$ cat src/rtl/uart_frame_rx_pkg.sv
// Shared definitions for the UART frame receiver: FSM state encoding and
// default framing constants.
package uart_frame_rx_pkg;

  typedef enum logic [2:0] {
    ST_IDLE    = 3'd0,
    ST_LEN     = 3'd1,
    ST_PAYLOAD = 3'd2,
    ST_CHK     = 3'd3,
    ST_HOLD    = 3'd4
  } state_t;

  localparam logic [7:0]  SOF_DEFAULT     = 8'hA5;
  localparam logic [15:0] TIMEOUT_DEFAULT = 16'd480;

  // The inter-byte timer only runs while a frame is being assembled.
  function automatic logic timer_active(input state_t st);
    return (st == ST_LEN) || (st == ST_PAYLOAD) || (st == ST_CHK);
  endfunction

endpackage

$ cat src/rtl/uart_frame_buf.sv
// Payload buffer: MAX_LEN x 8 register file with one write port and a
// combinational read port that returns zero beyond the held frame length.
module uart_frame_buf
  import uart_frame_rx_pkg::*;
#(
  parameter int MAX_LEN = 16,
  parameter int AW      = (MAX_LEN > 1) ? $clog2(MAX_LEN) : 1
) (
  input  logic          clk,
  input  logic          we,
  input  logic [AW-1:0] waddr,
  input  logic [7:0]    wdata,
  input  logic [7:0]    rd_addr,
  input  logic [7:0]    frame_len,
  output logic [7:0]    rd_data
);

  logic [7:0] mem [MAX_LEN];

  always_ff @(posedge clk) begin
    if (we) mem[waddr] <= wdata;
  end

  always_comb begin
    rd_data = 8'h00;
    if (rd_addr < frame_len) rd_data = mem[rd_addr[AW-1:0]];
  end

endmodule

$ cat src/rtl/uart_frame_rx.sv
// Frame assembler behind the UART receiver: SOF, LEN, payload, CHK with
// mod-256 checksum, inter-byte timeout, and a held-frame handshake.
module uart_frame_rx
  import uart_frame_rx_pkg::*;
#(
  parameter int          MAX_LEN       = 16,
  parameter logic [7:0]  SOF           = SOF_DEFAULT,
  parameter logic [15:0] TIMEOUT_TICKS = TIMEOUT_DEFAULT
) (
  input  logic       clk,
  input  logic       reset,
  input  logic       s_tick,
  input  logic       rx_done_tick,
  input  logic [7:0] rx_data,
  output logic       frame_valid,
  output logic [7:0] frame_len,
  input  logic [7:0] rd_addr,
  output logic [7:0] rd_data,
  input  logic       frame_ack,
  output logic       err_chk,
  output logic       err_len,
  output logic       err_timeout,
  output logic       overrun
);

  localparam int          AW        = (MAX_LEN > 1) ? $clog2(MAX_LEN) : 1;
  localparam logic [7:0]  MAX_LEN_B = 8'(MAX_LEN);
  localparam logic [15:0] TMO_LAST  = TIMEOUT_TICKS - 16'd1;

  state_t      state, next_state;
  logic [15:0] timer;
  logic [7:0]  sum, len, idx;
  logic [7:0]  sum_chk;
  logic        tmo, chk_ok, len_bad, we;
  logic        err_chk_d, err_len_d, err_timeout_d, overrun_d;

  assign sum_chk = sum + rx_data;
  assign chk_ok  = (sum_chk == 8'h00);
  assign len_bad = (rx_data > MAX_LEN_B);
  // A byte in the same cycle as the final tick clears the timer instead.
  assign tmo     = timer_active(state) && !rx_done_tick && s_tick && (timer == TMO_LAST);

  always_ff @(posedge clk) begin
    if (!reset) state <= ST_IDLE;
    else        state <= next_state;
  end

  always_comb begin
    next_state = state;
    unique case (state)
      ST_IDLE:    if (rx_done_tick && rx_data == SOF) next_state = ST_LEN;
      ST_LEN:     if (rx_done_tick) begin
                    if (len_bad)               next_state = ST_IDLE;
                    else if (rx_data == 8'h00) next_state = ST_CHK;
                    else                       next_state = ST_PAYLOAD;
                  end else if (tmo)            next_state = ST_IDLE;
      ST_PAYLOAD: if (rx_done_tick) begin
                    if (idx == len - 8'd1)     next_state = ST_CHK;
                  end else if (tmo)            next_state = ST_IDLE;
      ST_CHK:     if (rx_done_tick)            next_state = chk_ok ? ST_HOLD : ST_IDLE;
                  else if (tmo)                next_state = ST_IDLE;
      ST_HOLD:    if (frame_ack)               next_state = ST_IDLE;
      default:                                 next_state = ST_IDLE;
    endcase
  end

  always_comb begin
    err_len_d     = (state == ST_LEN)  && rx_done_tick && len_bad;
    err_chk_d     = (state == ST_CHK)  && rx_done_tick && !chk_ok;
    err_timeout_d = tmo;
    overrun_d     = (state == ST_HOLD) && rx_done_tick;
    we            = (state == ST_PAYLOAD) && rx_done_tick;
  end

  always_ff @(posedge clk) begin
    if (!reset) begin
      frame_valid <= 1'b0;
      frame_len   <= 8'h00;
      err_chk     <= 1'b0;
      err_len     <= 1'b0;
      err_timeout <= 1'b0;
      overrun     <= 1'b0;
      timer       <= 16'd0;
      sum         <= 8'h00;
    end else begin
      frame_valid <= (next_state == ST_HOLD);
      err_chk     <= err_chk_d;
      err_len     <= err_len_d;
      err_timeout <= err_timeout_d;
      overrun     <= overrun_d;
      if (state == ST_CHK && rx_done_tick && chk_ok) frame_len <= len;
      if (!timer_active(state) || rx_done_tick || tmo) timer <= 16'd0;
      else if (s_tick)                                 timer <= timer + 16'd1;
      if (state == ST_LEN && rx_done_tick)  sum <= rx_data;
      else if (we)                          sum <= sum_chk;
    end
  end

  // Length and write index are overwritten before every use.
  always_ff @(posedge clk) begin
    if (state == ST_LEN && rx_done_tick) begin
      len <= rx_data;
      idx <= 8'h00;
    end else if (we) begin
      idx <= idx + 8'd1;
    end
  end

  uart_frame_buf #(.MAX_LEN(MAX_LEN), .AW(AW)) u_buf (
    .clk       (clk),
    .we        (we),
    .waddr     (idx[AW-1:0]),
    .wdata     (rx_data),
    .rd_addr   (rd_addr),
    .frame_len (frame_len),
    .rd_data   (rd_data)
  );

endmodule

$ cat config.mk
export PLATFORM = sky130hd
export DESIGN_NAME = uart_frame_rx
export DESIGN_NICKNAME = d
export VERILOG_FILES = /design/src/rtl/uart_frame_rx_pkg.sv /design/src/rtl/uart_frame_buf.sv /design/src/rtl/uart_frame_rx.sv
export SDC_FILE = /design/constraint.sdc
export NUM_CORES = 1
export LEC_CHECK = 0
export CORE_MARGIN = 1.5
export CORE_UTILIZATION = 30
export CTS_CLUSTER_DIAMETER = 100
export DETAILED_ROUTE_END_ITERATION = 7
export SETUP_SLACK_MARGIN = 0.4
export SYNTH_ARGS = -nofsm -noshare
export SYNTH_HDL_FRONTEND = slang
export SYNTH_SLANG_ARGS = --single-unit
$ cat constraint.sdc
create_clock -name clk -period 2.98 [get_ports clk]
set_input_delay 0.596 -clock clk [delete_from_list [all_inputs] [get_ports clk]]
set_output_delay 0.596 -clock clk [all_outputs]
set_load 0.02 [all_outputs]
==> results.sh <==
export IMPL_run_status="completed"
export IMPL_first_pass_iters=4
export IMPL_grt_setup_unrepaired="true"
export IMPL_worstHoldStart="frame_len[2]$_SDFFE_PN0P_"
export IMPL_core_area_um2=26280
export IMPL_reg2reg_from="sum[0]$_SDFFE_PN0P_"
export IMPL_ys_seq_area_share_pct=62.30
export IMPL_ant_nets=0
export IMPL_worst_r2r_cell_count=11
export IMPL_drt_iter0_drc=386
export IMPL_start_kind="register"
export IMPL_h_tree_depth=4
export IMPL_clockRootBuffer="clkbuf_16"
export IMPL_die_x_um=167.3
export IMPL_r2r_slack_ns=0.48
export IMPL_ir_drop_mv=0.4395
export IMPL_numCtsBuffers=17
export IMPL_dpl_cell_area_um2=9432
export IMPL_port_buffers=41
export IMPL_synth_avg_cell_area_um2=14.31
export IMPL_worst_hold_slack_ns=0.4810
export IMPL_worst_setup_path_end_kind="output pin"
export IMPL_cap_violations=0
export IMPL_ys_seq_elements=184
export IMPL_async_flop_share_pct=0
export IMPL_p_leak_nw=3.508
export IMPL_dieArea_um2=27990
export IMPL_worst_ep_arrival_time_ns=2.25
export IMPL_ys_types=57
export IMPL_viasPerCell=4.845
export IMPL_setup_viol=0
export IMPL_setup_tns_ns=0
export IMPL_cpMaxStageDelayCell="dfxtp_4"
export IMPL_path_delay_family="compound AO/OA/AOI/OAI gates"
export IMPL_yosys_most_used_dff="edfxtp_1"
export IMPL_slowest_delay_ns=0.37
export IMPL_clk_path_buf_depth=2
export IMPL_start_util_pct=30.81
export IMPL_finalCritPeriodShare_pct=95.59
export IMPL_antenna_cells=0
export IMPL_netlist_instances=566
export IMPL_vias=4956
export IMPL_finalMaxSlewViolations=0
export IMPL_final_net_count=717
export IMPL_final_cell_count_no_fill=1023
export IMPL_crit_type="register to output pin"
export IMPL_worstPathRequired_ns=2.38
export IMPL_grt_max_degree=25
export IMPL_place_inst=977
export IMPL_fin_area_um2=10380
export IMPL_critPathBufInv=4
export IMPL_insertion_delay_ns=0.44
export IMPL_worst_path_max_fanout=8
export IMPL_fillers=2468
export IMPL_syn_area_um2=8098
export IMPL_max_freq_mhz=351.1
export IMPL_die_h_um=167.3
export IMPL_relSlewSlack_pct=64.73
export IMPL_grt_pass1_vias=4960
export IMPL_wl_per_cell_um=18.65
export IMPL_routabilityCongestion=0.7644
export IMPL_area_growth_pct=28.18
export IMPL_grt_util_all_layers_pct=14.19
export IMPL_hold_depth=2
export IMPL_total_power_w=0.005384
export IMPL_fin_crit_ns=2.849
export IMPL_hold_path_endpoint="frame_len[2]$_SDFFE_PN0P_"
export IMPL_crit_chain="inv_4, ha_4, a21o_1, a21o_1, a211oi_2, o21ai_4, buf_12, buf_6, a21boi_4, buf_6"
export IMPL_ios=42
export IMPL_r2r_end="frame_len[0]$_SDFFE_PN0P_"
export IMPL_row_count=59
export IMPL_tightestPinTransition_ns=0.5274
export IMPL_p_per_area_nw_per_um2=518.7
export IMPL_drcViolationCount=0
export IMPL_synth_net_count=608
export IMPL_cts_tree="done"
export IMPL_min_path_type="register to register"
export IMPL_hold_viol=0
export IMPL_grt_pass1_wl_um=29750
export IMPL_hold_buffers=0
export IMPL_clk_pin_slew_ns=0.07
export IMPL_routed_wl_um=19080
export IMPL_drive_gt1_share_pct=28.34
export IMPL_crit_cells=10
export IMPL_synth_edf_count=136
export IMPL_gr_total_overflow=0
export IMPL_yosysWarnings=0
export IMPL_dpl_hpwl_um=13080
export IMPL_fin_skew_ns=0.02184
export IMPL_clkSinkCount=184
export IMPL_antenna_found_initial=1
## worst reg2reg max path: cells and delay by family (launching register included)
family / cells / cell delay [ns]
compound gates: 1 / 0.12
mux: 1 / 0.22
xor+xnor: 1 / 0.09
buf+inv: 3 / 0.33
simple gates: 3 / 0.82
fa+ha+maj: 2 / 0.50
flops: 1 / 0.36
## kinds of logic after synthesis
family                   synth area share, %
AO/OA/AOI/OAI                          5.485
XOR/XNOR                               4.002
adder cells (fa/ha/maj)                3.337
buffers and inverters                  2.209
flip-flops                             62.30
multiplexers                           12.24
AND/OR/NAND/NOR                        10.43
## state kept, by name, summed over array words and instances (netlist names)
signal,cells
frame_valid,1
u_buf.mem,128
state,3
err_len,1
sum,8
err_timeout,1
err_chk,1
frame_len,8
overrun,1
idx,8
timer,16
len,8
## routing by layer
metal / wire length [um] / track usage (%)
met3: 961 / 2.765
met2: 9686 / 23.71
met4: 103 / 3.878
met1: 8313 / 18.83
met5: 11 / 0
## worst max path at each step
stage / from / endpoint / slack, ns
floorplan: rd_addr[0] / rd_data[0] / 0.41
global route: frame_len[1]$_SDFFE_PN0P_ / rd_data[2] / 0.002
detailed placement: rd_addr[1] / rd_data[6] / -0.60
global placement: rd_addr[1] / rd_data[1] / -0.60
CTS: frame_len[1]$_SDFFE_PN0P_ / rd_data[2] / 0.11
finish: frame_len[1]$_SDFFE_PN0P_ / rd_data[2] / 0.13
## synth_stat cells (4+ instances only)
cell / instances / area share [%]
mux2i_1: 9 / 1.1
nand2_1: 45 / 2.1
buf_1: 5 / 0.23
and3_1: 4 / 0.31
buf_4: 4 / 0.37
nor3_1: 11 / 0.68
nand3_1: 8 / 0.49
xnor2_1: 15 / 1.6
inv_1: 16 / 0.74
o21ai_0: 14 / 0.87
buf_2: 5 / 0.31
xor2_1: 22 / 2.4
clkbuf_1: 8 / 0.37
and2_1: 4 / 0.31
a22oi_1: 7 / 0.65
nand2b_1: 5 / 0.39
mux4_2: 40 / 11
nand4_1: 7 / 0.54
nor4_1: 8 / 0.62
ha_1: 20 / 3.1
dfxtp_1: 48 / 12
a21boi_1: 13 / 1.2
nor2_1: 63 / 2.9
edfxtp_1: 136 / 50
## layout by cell type (no fill, tap or decap), types with 8 or more instances in the layout
cell type / n
xor2_1: 21
nor2_1: 62
buf_4: 58
mux4_2: 40
a21boi_4: 8
inv_1: 14
edfxtp_1: 136
nand3_1: 8
nor4_1: 8
clkdlybuf4s50_1: 24
ha_1: 14
nor3_1: 11
dfxtp_1: 46
xnor2_1: 15
buf_12: 9
buf_6: 11
nand2_1: 44
clkbuf_16: 18
mux2i_1: 9
o21ai_0: 12
## per-stage QoR
stage / utilization, % / setup slack [ns]
after floorplan: - / 0.4123
after global placement: 35.89 / -0.6023
after detailed placement: 35.89 / -0.5994
after CTS: 39.45 / 0.1088
after global routing: 39.50 / 0.001998
final: 39.50 / 0.1315
## repair_timing
action                                  CTS  global route
hold endpoints to repair                  0             0
endpoints found under the setup margin   19            18
resized for setup                        87             7
setup buffers                             9             2
pin swaps                                 9             3
cloned                                    3             0
## power by group
group          switching (W)  internal [W]  total, W
combinational       0.000171      0.000194  0.000365
clock                0.00112       0.00115   0.00228
sequential       0.000000278       0.00274   0.00274
## final cells by class
cell class / count / area (um^2) / share of cell area (%)
Timing Repair Buffer: 113 / 1129 / 10.87
Inverter: 17 / 66.31 / 0.6389
Multi-Input combinational cell: 342 / 3094 / 29.81
Clock buffer: 17 / 425.4 / 4.098
Clock inverter: 15 / 196.4 / 1.892
Tap cell: 335 / 419.2 / 4.038
Sequential cell: 184 / 5050 / 48.65
(Power assumes the default switching activity.)
